--- src/rtl/twiddle_pkg.sv ---
// Shared sizing constants and FSM state encoding for the twiddle fetch controller.
package twiddle_pkg;
  localparam int ADDR_W       = 5;
  localparam int DATA_W       = 16;
  localparam int NUM_STAGES   = 7;
  localparam int TW_PER_STAGE = 4;

  typedef enum logic [1:0] {
    ST_IDLE  = 2'd0,
    ST_FETCH = 2'd1,
    ST_DRAIN = 2'd2
  } state_t;
endpackage

--- src/rtl/twiddle_skid_fifo.sv ---
// Small register-based FIFO that absorbs ROM read data while the consumer stalls.
module twiddle_skid_fifo #(
  parameter int WIDTH = 33,
  parameter int DEPTH = 2,
  localparam int PTR_W = (DEPTH > 1) ? $clog2(DEPTH) : 1,
  localparam int CNT_W = $clog2(DEPTH + 1)
) (
  input  logic             clk,
  input  logic             rst_n,
  input  logic             push,
  input  logic [WIDTH-1:0] push_data,
  input  logic             pop,
  output logic [WIDTH-1:0] pop_data,
  output logic             full,
  output logic             empty,
  output logic [CNT_W-1:0] count
);
  logic [WIDTH-1:0] mem_reg [DEPTH];
  logic [PTR_W-1:0] wr_ptr_reg;
  logic [PTR_W-1:0] rd_ptr_reg;
  logic [CNT_W-1:0] count_reg;
  logic [DEPTH-1:0] wr_en;
  logic             do_push;
  logic             do_pop;

  assign do_pop  = pop && !empty;
  // A full buffer may still accept a write when its head leaves in the same cycle.
  assign do_push = push && (!full || do_pop);

  generate
    for (genvar gi = 0; gi < DEPTH; gi++) begin : g_wr_en
      assign wr_en[gi] = do_push && (wr_ptr_reg == PTR_W'(gi));
    end
  endgenerate

  always_ff @(posedge clk or negedge rst_n) begin
    if (!rst_n) begin
      for (int i = 0; i < DEPTH; i++) mem_reg[i] <= '0;
      wr_ptr_reg <= '0;
      rd_ptr_reg <= '0;
      count_reg  <= '0;
    end else begin
      for (int i = 0; i < DEPTH; i++) begin
        if (wr_en[i]) mem_reg[i] <= push_data;
      end
      if (do_push) wr_ptr_reg <= (wr_ptr_reg == PTR_W'(DEPTH - 1)) ? '0 : wr_ptr_reg + PTR_W'(1);
      if (do_pop)  rd_ptr_reg <= (rd_ptr_reg == PTR_W'(DEPTH - 1)) ? '0 : rd_ptr_reg + PTR_W'(1);
      case ({do_push, do_pop})
        2'b10:   count_reg <= count_reg + CNT_W'(1);
        2'b01:   count_reg <= count_reg - CNT_W'(1);
        default: count_reg <= count_reg;
      endcase
    end
  end

  assign pop_data = mem_reg[rd_ptr_reg];
  assign full     = (count_reg == CNT_W'(DEPTH));
  assign empty    = (count_reg == '0);
  assign count    = count_reg;
endmodule

--- src/rtl/twiddle_fetch_ctrl.sv ---
// Issues one stage's twiddle ROM reads and streams the returned pairs out
// over a valid/ready interface, throttled by a 2-entry buffer.
module twiddle_fetch_ctrl #(
  parameter int ADDR_W       = twiddle_pkg::ADDR_W,
  parameter int DATA_W       = twiddle_pkg::DATA_W,
  parameter int NUM_STAGES   = twiddle_pkg::NUM_STAGES,
  parameter int TW_PER_STAGE = twiddle_pkg::TW_PER_STAGE
) (
  input  logic              clk,
  input  logic              rst_n,
  input  logic              start,
  input  logic [2:0]        stage,
  output logic [ADDR_W-1:0] rom_addr,
  input  logic [DATA_W-1:0] rom_re,
  input  logic [DATA_W-1:0] rom_im,
  output logic [DATA_W-1:0] tw_re,
  output logic [DATA_W-1:0] tw_im,
  output logic              tw_valid,
  input  logic              tw_ready,
  output logic              tw_last,
  output logic              busy,
  output logic              done,
  output logic              err
);
  import twiddle_pkg::*;

  localparam int K_W = $clog2(TW_PER_STAGE);
  localparam int FW  = 2 * DATA_W + 1;

  state_t            state_reg;
  logic [2:0]        stage_reg;
  logic [K_W-1:0]    k_reg;
  logic [ADDR_W-1:0] addr_reg;
  logic              inflight_reg;
  logic              inflight_last_reg;
  logic              busy_reg;
  logic              done_reg;
  logic              err_reg;

  logic [FW-1:0]     head_data;
  logic              fifo_full;
  logic              fifo_empty;
  logic [1:0]        fifo_count;
  logic              unused_full;
  logic              pop;
  logic              issue;
  logic              k_last;
  logic [2:0]        occ_sum;

  assign pop     = tw_valid && tw_ready;
  assign k_last  = (k_reg == K_W'(TW_PER_STAGE - 1));
  assign occ_sum = 3'(fifo_count) + 3'(inflight_reg);
  // Credit check: buffered + returning pairs, minus the one leaving now, must stay below 2.
  assign issue   = (state_reg == ST_FETCH) && (occ_sum < (3'd2 + 3'(pop)));

  always_ff @(posedge clk or negedge rst_n) begin
    if (!rst_n) begin
      state_reg         <= ST_IDLE;
      stage_reg         <= '0;
      k_reg             <= '0;
      addr_reg          <= '0;
      inflight_reg      <= 1'b0;
      inflight_last_reg <= 1'b0;
      busy_reg          <= 1'b0;
      done_reg          <= 1'b0;
      err_reg           <= 1'b0;
    end else begin
      done_reg          <= 1'b0;
      err_reg           <= 1'b0;
      inflight_reg      <= issue;
      inflight_last_reg <= issue && k_last;
      case (state_reg)
        ST_IDLE: begin
          if (start) begin
            if (32'(stage) < NUM_STAGES) begin
              stage_reg <= stage;
              k_reg     <= '0;
              addr_reg  <= ADDR_W'({stage, {K_W{1'b0}}});
              busy_reg  <= 1'b1;
              state_reg <= ST_FETCH;
            end else begin
              err_reg <= 1'b1;
            end
          end
        end
        ST_FETCH: begin
          if (issue) begin
            k_reg <= k_reg + K_W'(1);
            if (k_last) state_reg <= ST_DRAIN;
            else        addr_reg  <= ADDR_W'({stage_reg, k_reg + K_W'(1)});
          end
        end
        ST_DRAIN: begin
          if (pop && tw_last) begin
            state_reg <= ST_IDLE;
            busy_reg  <= 1'b0;
            done_reg  <= 1'b1;
          end
        end
        default: state_reg <= ST_IDLE;
      endcase
    end
  end

  twiddle_skid_fifo #(
    .WIDTH(FW),
    .DEPTH(2)
  ) u_skid_fifo (
    .clk      (clk),
    .rst_n    (rst_n),
    .push     (inflight_reg),
    .push_data({inflight_last_reg, rom_re, rom_im}),
    .pop      (pop),
    .pop_data (head_data),
    .full     (fifo_full),
    .empty    (fifo_empty),
    .count    (fifo_count)
  );

  assign unused_full = fifo_full;

  assign rom_addr = addr_reg;
  assign tw_valid = !fifo_empty;
  assign tw_last  = tw_valid && head_data[FW-1];
  assign tw_re    = tw_valid ? head_data[2*DATA_W-1:DATA_W] : '0;
  assign tw_im    = tw_valid ? head_data[DATA_W-1:0]        : '0;
  assign busy     = busy_reg;
  assign done     = done_reg;
  assign err      = err_reg;
endmodule

--- config.mk ---
export PLATFORM = sky130hd
export DESIGN_NAME = twiddle_fetch_ctrl
export DESIGN_NICKNAME = d
export VERILOG_FILES = /design/src/rtl/twiddle_pkg.sv /design/src/rtl/twiddle_skid_fifo.sv /design/src/rtl/twiddle_fetch_ctrl.sv
export SDC_FILE = /design/constraint.sdc
export NUM_CORES = 1
export LEC_CHECK = 0
export ABC_CLOCK_PERIOD_IN_PS = 2290
export BUFFER_PORTS_ARGS = -buffer_cell sky130_fd_sc_hd__buf_2
export CORE_UTILIZATION = 25
export CTS_BUF_LIST = sky130_fd_sc_hd__clkbuf_4
export DETAILED_ROUTE_END_ITERATION = 10
export GPL_TIMING_DRIVEN = 0
export PLACE_DENSITY = 0.45
export REMOVE_ABC_BUFFERS = 1
export SYNTH_ARGS = -nofsm -noshare
export SYNTH_HDL_FRONTEND = slang
export SYNTH_SLANG_ARGS = --single-unit
--- constraint.sdc ---
create_clock -name clk -period 2.29 [get_ports clk]
set_clock_uncertainty 0.15 [all_clocks]
set_input_delay 0.229 -clock clk [delete_from_list [all_inputs] [get_ports clk]]
set_output_delay 0.229 -clock clk [all_outputs]
set_load 0.005 [all_outputs]
* After elaboration in Yosys (flattened, before gate mapping)
Index checks and enable logic that the tools add are counted.
Operators by class: bitwise logic cells 2, $add $sub $neg 7, reductions and logical operators 22, mux-type cells 32, eq/ne operators 12, $lt $le $gt $ge 3
Operators with widths (number):
- two-way mux 33 bit | 3
- two-way mux 16 bit | 2
- two-way mux 5 bit | 4
- two-way mux 2 bit | 8
- inequality test 2 bit, second input constant | 6
- two-way mux 1 bit | 10
- one-hot mux 5 bit (2 select lines) | 1
- AND reduction 5 bit | 2
- logical AND 1 bit | 9
- == test 2 bit, second input constant | 4
- one-hot mux 2 bit (2 select lines) | 2
- AND reduction 4 bit | 2
- one-hot mux 2 bit (3 select lines) | 1
- nonzero test 2 bit | 3
- adder 2 x 1 -> 2 bit, second input constant | 2
- == test 2 x 1 -> 1 bit, second input constant | 2
- zero test 2 bit | 2
- adder 2 x 1 -> 3 bit | 1
- adder 2 x 1 -> 3 bit, first input constant | 1
- < comparator 3 bit | 1
- < comparator 3 bit, second input constant | 1
- AND reduction 3 bit | 1
- adder 1 bit, second input constant | 2
- >= comparator 2 bit, second input constant | 1
- other kinds (6) | 7
Storage, ports and cells: output and inout bits 42, logic and storage cells 92, input bits 39, register bits after elaboration 87

* Depth between registers and ports, before layout
Gate-level depths: netlist of run 1.
word-level depth 8, gate-level depth with buffers 7, depth with buffers taken out 6

* By module
A second synthesis of run 1 with hierarchy kept.
Second synthesis, totals: cell total of the unflattened synthesis 312, area, all modules 4370.4 µm²
By module, submodules not included:
- twiddle_skid_fifo | area each 3328.2 µm², cells each 202, seq. area each 1751.7 µm², times used 1
- twiddle_fetch_ctrl | area each 1042.2 µm², cells each 110, seq. area each 425.4 µm², times used 1

* Least setup slack after synthesis of run 1
Ideal clock, no wire load.
path type register to register, start point register inflight_reg, end point register addr_reg[2], in the netlist rom_addr[2], slack 0.467 ns, period minus slack after synthesis 1.823 ns, data required time 2.015 ns, arrival 1.549 ns, path buffers 0, setup time 0.125 ns, cell stages (with the launch flop) 6, cell sequence dfrtp_1 ha_1 ha_1 o21ai_2 a21oi_2 mux2_2
On the way: cells in the longest elaborated chain, start to end 5
RTL lines:
- from (decl) | line twiddle_fetch_ctrl.sv:34 | logic inflight_reg;
- from (signal assigned) | line twiddle_fetch_ctrl.sv:70 | inflight_reg <= issue;
- adder 2 x 1 -> 3 bit | line twiddle_fetch_ctrl.sv:52 | assign occ_sum = 3'(fifo_count) + 3'(inflight_reg);
- < comparator 3 bit | line twiddle_fetch_ctrl.sv:54 | assign issue = (state_reg == ST_FETCH) && (occ_sum < (3'd2 + 3'(pop)));
- logical AND 1 bit | line twiddle_fetch_ctrl.sv:54
- inequality test 2 bit (no line)
- AND reduction 5 bit (no line)
- to (signal assigned) | line twiddle_fetch_ctrl.sv:78 | addr_reg <= ADDR_W'({stage, {K_W{1'b0}}});
- to (signal assigned) | line twiddle_fetch_ctrl.sv:90 | else addr_reg <= ADDR_W'({stage_reg, k_reg + K_W'(1)});
- to (decl) | line twiddle_fetch_ctrl.sv:33 | logic [ADDR_W-1:0] addr_reg;
No other way between the ends. A chain may end at the register's enable or synchronous reset.

* Final worst setup path of run 1
start point register u_skid_fifo.count_reg[0], in the netlist u_skid_fifo.count[0], end point register addr_reg[3], in the netlist rom_addr[3]
On the way: cells in the longest elaborated chain, start to end 8, elaborated cells between the ends (all ways) 9, those cells by class add/sub: 2; order compare: 1; eq/ne: 1; reduce/logical: 5
RTL lines:
- from (decl) | line twiddle_skid_fifo.sv:21 | logic [CNT_W-1:0] count_reg;
- from (signal assigned) | line twiddle_skid_fifo.sv:49 | 2'b10: count_reg <= count_reg + CNT_W'(1);
- from (signal assigned) | line twiddle_skid_fifo.sv:50 | 2'b01: count_reg <= count_reg - CNT_W'(1);
- from (signal assigned) | line twiddle_skid_fifo.sv:51 | default: count_reg <= count_reg;
- zero test 2 bit | line twiddle_skid_fifo.sv:58 | assign empty = (count_reg == '0);
- zero test 1 bit | line twiddle_fetch_ctrl.sv:123 | assign tw_valid = !fifo_empty;
- logical AND 1 bit | line twiddle_fetch_ctrl.sv:50 | assign pop = tw_valid && tw_ready;
- adder 2 x 1 -> 3 bit | line twiddle_fetch_ctrl.sv:54
- < comparator 3 bit (*) | line twiddle_fetch_ctrl.sv:54
- logical AND 1 bit (*) | line twiddle_fetch_ctrl.sv:54
- inequality test 2 bit (no line) (*)
- AND reduction 5 bit (no line) (*)
Every way passes the cells marked *; elsewhere a longest branch is shown, timed or not.

==> results of run 1 <==
-- timing repair --
| item | in CTS | in global routing |
|---|---|---|
| pin swaps | 1 | 0 |
| setup endpoints to repair | 21 | 2 |
| hold buffers | 39 | 0 |
| setup buffers | 1 | 1 |
| endpoints found under the hold margin | 113 | 0 |
| resized for setup | 1 | 1 |
-- layer usage --
metal	global-route usage [%]	vias to the layer above	share of wire [%]	wire, um
met5	0	-	0	0
met2	19.7	61	48	4300
met3	4.47	6	5.4	484
met4	3.74	0	0.89	80
met1	14.9	1345	46	4080
li1	-	1298	-	-
-- worst max-delay path, delay by kind of cell, from the launching register on --
kind            cells  cell delay (ps)
flops               1              560
fa+ha+maj           2              560
mux                 1              370
compound gates      2              360
-- cell type report --
cell class | instances | area share [%]
Clock buffer | 12 | 1.71
Clock inverter | 4 | 0.881
Inverter | 6 | 0.429
Multi-Input combinational cell | 194 | 32.2
Sequential cell | 87 | 41.5
Tap cell | 211 | 5.03
Timing Repair Buffer | 127 | 18.2
-- power by group through the flow --
stage,Sequential [W],Clock [W],Combinational [W]
final,0.00276,0.000889,0.00368
after global routing,0.00288,0.00101,0.00409
after CTS,0.00283,0.000953,0.00366
after detailed placement,0.00286,0,0.00356
after global placement,0.00289,0,0.00330
after floorplan,0.00277,0,0.00230
-- worst min-delay path by stage --
stage | from | end | slack (ps) | cells after the start
2_1_floorplan | rst_n | busy | -220 | 0
3_3_place_gp | rom_re[6] | u_skid_fifo.mem_reg[22] | 310 | 2
3_5_place_dp | rst_n | u_skid_fifo.mem_reg[34] | 130 | 1
4_1_cts | start | stage_reg[2] | 60 | 3
5_1_grt | start | stage_reg[2] | 100 | 3
6_report | start | stage_reg[2] | 130 | 3
-- cell usage after synthesis (all sizes together) --
master	count	area (um2)
xnor2	5	43.8
mux2	72	811
o21ai	4	23.8
nand2	2	7.51
a211oi	1	7.51
a22o	1	8.76
a221oi	1	8.76
a21oi	2	13.8
o41ai	1	8.76
o22a	2	17.5
a21o	1	7.51
nor3	2	15.0
o31ai	1	21.3
dfrtp	87	2180
nand2b	2	12.5
nor4b	1	8.76
mux2i	33	330
nor2b	2	15.0
clkbuf	4	15.0
o311ai	1	26.3
nand3	3	15.0
ha	4	50.1
or3b	1	11.3
o22ai	1	6.26
inv	6	22.5
o21bai	2	15.0
o21a	1	7.51
nor2	48	183
buf	12	98.8
-- kinds of logic after synthesis --
kind of cell / Yosys count
muxes: 105
DFF: 87
and+or+nand+nor: 61
buffers and inverters: 22
AOI/OAI and AO/OA: 19
xor gates and xnor gates: 5
adders and majority gates: 4
-- stage by stage --
step	total power, W	hold WS (ps)	utilization [%]
floorplan	0.00507	-217	-
global placement	0.00619	306	29.5
detailed placement	0.00641	130	30.5
CTS	0.00744	64.8	34.0
global route	0.00797	101	34.2
finish	0.00733	128	34.2
==> results.yml, run 1 <==
run_status:
  status: "finished clean"
power:
  combPwrFrac_pct: 50.2
  power_frac_seq_pct: 37.7
  clockPowerShare_pct: 12.1
  p_leak_nw: 2.42
  switching_share_pct: 35.9
  p_per_area_mw_per_mm2: 1390
  switching_power_w: 0.00263
  internal_power_w: 0.00470
  peakVddDrop_uv: 532
synthesis:
  synthesis.area_mm2: 0.00399
  ys_ff_latch: 87
  syn_inst: 303
  synth_fa_ha_area_share_pct: 1.25
  avgSynthCellArea_um2: 13.2
  ys_warn_count: 0
  synth_top_family_by_area: "multiplexers"
  synth-simple-area-share_pct: 6.71
  synth.distinct_cells: 39
  synthMuxAreaShare_pct: 28.6
  synth-xor-area-share_pct: 1.10
  synth_compound_area_share_pct: 4.33
  synth-seq-area-share_pct: 54.6
worst_setup_path:
  worstPathMaxFanout: 7
  rr_worst_depth: 5
  timing.rr.start: "u_skid_fifo.count[0]"
  start_kind: "flip-flop"
  path_class: "flip-flop to flip-flop"
  worstReg2RegEnd: "rom_addr[3]"
  cp_slowest_cell: "dfrtp_1"
  reg2reg_slack_ps: 190
  cp_common_cell: "ha_1"
  path_cells: "ha_1 > ha_1 > o21ai_2 > a21oi_2 > mux2_2"
  slowest_delay_ps: 560
  endpoint: "rom_addr[3]"
  cp.arrival_ps: 2300
  crit_start: "u_skid_fifo.count[0]"
  worst-endpoint-required_ps: 2480
  cp-end-kind: "flip-flop"
flow_run:
  maxCapViolCount: 0
timing:
  setup_tns_ps: 0
  fin_ws_ps: 186
  worstMarginPinSlew_ps: 583
  finalHoldViolations: 0
  finalCritPeriodShare_pct: 91.9
  min_period_ps: 2100
  setup_viol: 0
  slew_violations: 0
  slew_headroom_pct: 61.1
  rsz0062_at_grt: "false"
  max_freq_mhz: 475
final_layout:
  largest_reg_flops: 66
  seq_area_mm2: 0.00218
  fin_nets: 468
  n_fill_cell: 1568
  diodes: 0
  instances_no_fill: 641
  drive_gt1_share_pct: 43.0
  area_delta_synth_final_pct: 31.7
  final_cell_mix: "dfrtp_1, buf_2, mux2_2"
  final_area_mm2: 0.00525
  final_common_cell: "dfrtp_1"
  multiInputGateArea_mm2: 0.00169
grt:
  grt_pass1_vias: 2934
  grt_pass1_wl_um: 15100
  grt_max_degree: 47
  antenna_found_initial: 0
  grt_usage_pct: 12.1
  grt-ovfl-total: 0
place:
  portBuffers: 80
  place_ws_ps: 121
  gp_congestion: 0.736
  dpl.cell_count: 584
  dpl.hpwl_um: 5990
  place_area_mm2: 0.00468
drt:
  wl_um: 8940
  drtAntennaViolNets: 0
  drc: 0
  dr.pass1.iters: 4
  routedWlPerCell_um: 13.9
  drtIter0Drc: 57
  num_vias: 2710
  viasPerCell: 4.23
floorplanning:
  num_io_pins: 81
  fp-row-count: 45
  dieHeight_um: 128
  dieWidth_um: 128
  die_area_mm2: 0.0165
  core_mm2: 0.0154
  initial_utilization_pct: 26.0
worst_hold_path:
  holdCritPathClass: "input pin to flip-flop"
cts:
  clock_sinks: 87
  clkTransAtPathRegs_ps: 130
  insertion_delay_ps: 450
  clockBufferDepth: 2
  cts_root_buf: "clkbuf_4"
  numCtsBuffers: 9
  cts_htree_levels: 3
  cts_tree: "yes"
(Power assumes the default switching activity.)
==> run 2, diff against run 1 <==
ABC_AREA = 1   (was unset)
==> results.yml, run 2 <==
run_status:
  status: "finished clean"
place:
  gp_congestion: 0.746
  place_ws_ps: -561
  portBuffers: 80
  dpl.hpwl_um: 5980
  dpl.cell_count: 711
final_layout:
  instances_no_fill: 773
  largest_reg_flops: 66
  fin_util_pct: 33.4
  diodes: 0
  area_delta_synth_final_pct: 30.7
  multiInputGateArea_mm2: 0.00140
  final_common_cell: "nand2_1"
  final_cell_mix: "nand2_1, dfrtp_1, buf_2"
  n_fill_cell: 1645
  fin_nets: 623
  drive_gt1_share_pct: 20.5
  seq_area_mm2: 0.00218
worst_setup_path:
  cp_slowest_cell: "dfrtp_1"
  worstReg2RegEnd: "u_skid_fifo.count[1]"
  start_kind: "flip-flop"
  worst-endpoint-required_ps: 1910
  rr_worst_depth: 8
  crit_start: "u_skid_fifo.count[0]"
  path_cells: "inv_2 > nand2_1 > inv_6 > a21oi_2 > buf_2"
  slowest_delay_ps: 460
  timing.rr.start: "u_skid_fifo.count[0]"
  reg2reg_slack_ps: 190
  path_class: "flip-flop to primary output"
  cp-end-kind: "primary output"
  worstPathMaxFanout: 34
  endpoint: "tw_last"
  cp.arrival_ps: 1750
cts:
  numCtsBuffers: 9
  clkTransAtPathRegs_ps: 140
  insertion_delay_ps: 450
  clockBufferDepth: 2
  cts_htree_levels: 3
  cts_root_buf: "clkbuf_4"
  cts_tree: "yes"
  clock_sinks: 87
synthesis:
  syn_inst: 465
  synth_area_leaders: "dfrtp_1, nand2_1, o21ai_0"
  synth-seq-area-share_pct: 56.0
  synthesis.area_mm2: 0.00389
  synth_area_leader_cell: "dfrtp_1"
  ys_warn_count: 0
  ys_ff_latch: 87
  ys_top_cells_by_count: "nand2_1, dfrtp_1, inv_1"
  avgSynthCellArea_um2: 8.36
  synth.distinct_cells: 26
  yosysTopAreaCellShare_pct: 56.0
  synth-edff-count: 0
  synthMostInstantiatedCell: "nand2_1"
  ys_async_sr_fraction_pct: 100
  synth_ff_type: "dfrtp_1"
floorplanning:
  num_io_pins: 81
  fp-row-count: 45
  core_mm2: 0.0152
  die_area_mm2: 0.0160
  dieHeight_um: 127
  initial_utilization_pct: 25.6
  dieWidth_um: 127
timing:
  finalHoldViolations: 0
  worstMarginPinSlew_ps: 776
  holdWs_ps: 138
  min_period_ps: 2130
  slew_headroom_pct: 48.3
  finalCritPeriodShare_pct: 92.9
  slew_violations: 0
  setup_tns_ps: 0
  fin_ws_ps: 164
  setup_viol: 0
  max_freq_mhz: 470
  rsz0062_at_grt: "false"
drt:
  dr.pass1.iters: 4
  viasPerCell: 4.38
  wl_um: 9780
  num_vias: 3385
  drtAntennaViolNets: 0
  routedWlPerCell_um: 12.6
  drc: 0
  drtIter0Drc: 192
power:
  peakVddDrop_uv: 459
  p_leak_nw: 2.61
  p_per_area_mw_per_mm2: 1340
grt:
  grt_max_degree: 68
  antenna_found_initial: 0
  grt_pass1_vias: 3259
  grt_usage_pct: 13.3
  grt_pass1_wl_um: 16400
  grt-ovfl-total: 0
worst_hold_path:
  holdCritPathClass: "input pin to async pin"
flow_run:
  maxCapViolCount: 0
run 2: cell types whose count changed in the layout (fill, tap and decap cells not counted), moves of 4 or more:
cell,change
a21oi_1,+33
buf_4,+6
inv_1,+40
mux2_2,-70
mux2i_1,-33
nand2_1,+160
nand3_1,+7
nor2_1,-41
o21ai_0,+41
o21ai_1,+26
xnor2_1,-4
run 2: worst min-delay path by stage:
stage                     startpoint                    to  slack, ps  cells past startpoint
after floorplan                rst_n                  busy       -220                      0
after global placement          busy                  busy        310                      2
after detailed placement       rst_n  u_skid_fifo.count[1]        110                      1
after CTS                      rst_n          inflight_reg        100                      2
after global routing           rst_n  u_skid_fifo.count[1]        130                      2
final                          rst_n  u_skid_fifo.count[1]        140                      2
run 2: repair_timing:
action	in CTS	in global routing
hold buffers	39	0
gates resized for setup	7	0
setup buffers	5	1
hold endpoints to repair	126	0
pin swaps	0	0
gates cloned	1	0
setup endpoints to repair	37	6
run 2: area by class of cell:
| type | count | share of cell area (%) |
|---|---|---|
| clock buffers | 10 | 1.48 |
| clock inverters | 6 | 1.48 |
| inverters | 49 | 3.79 |
| multi-input cells | 304 | 27.6 |
| flip-flops and latches | 87 | 42.9 |
| well taps | 188 | 4.63 |
| repair buffers | 128 | 18.0 |
| repair inverters | 1 | 0.148 |
run 2: logic make-up after synthesis:
| family | after synthesis | synth area share (%) |
|---|---|---|
| AND/OR/NAND/NOR | 188 | 19.4 |
| AO/OA/AOI/OAI | 109 | 14.5 |
| flip-flops | 87 | 56.0 |
| buffers and inverters | 74 | 8.15 |
| adder cells (fa/ha/maj) | 4 | 1.29 |
| XOR/XNOR | 3 | 0.676 |
run 2: worst max-delay path, delay by kind of cell, from the launching register on:
family	cells	cell delay, ps
AOI/OAI and AO/OA	1	250
buffers and inverters	3	390
and+or+nand+nor	1	190
DFF	1	460
run 2: per-layer routing:
layer / share of wire [%] / GRT usage [%] / vias up
li1: - / - / 1700
met1: 48 / 17.6 / 1596
met2: 45 / 20.6 / 76
met3: 4.6 / 3.12 / 13
met4: 2.0 / 6.30 / 0
met5: 0 / 0 / -
run 2: stage by stage:
step                power (W)  instance area [um2]
floorplan             0.00453                 3750
global placement      0.00563                 4390
detailed placement    0.00577                 4470
CTS                   0.00694                 5070
global route          0.00753                 5080
finish                0.00681                 5080
run 2: report_power, final:
| part | switching [W] | internal [W] |
|---|---|---|
| combinational | 0.00191 | 0.00128 |
| clock | 0.000514 | 0.000442 |
| sequential | 0.000408 | 0.00225 |
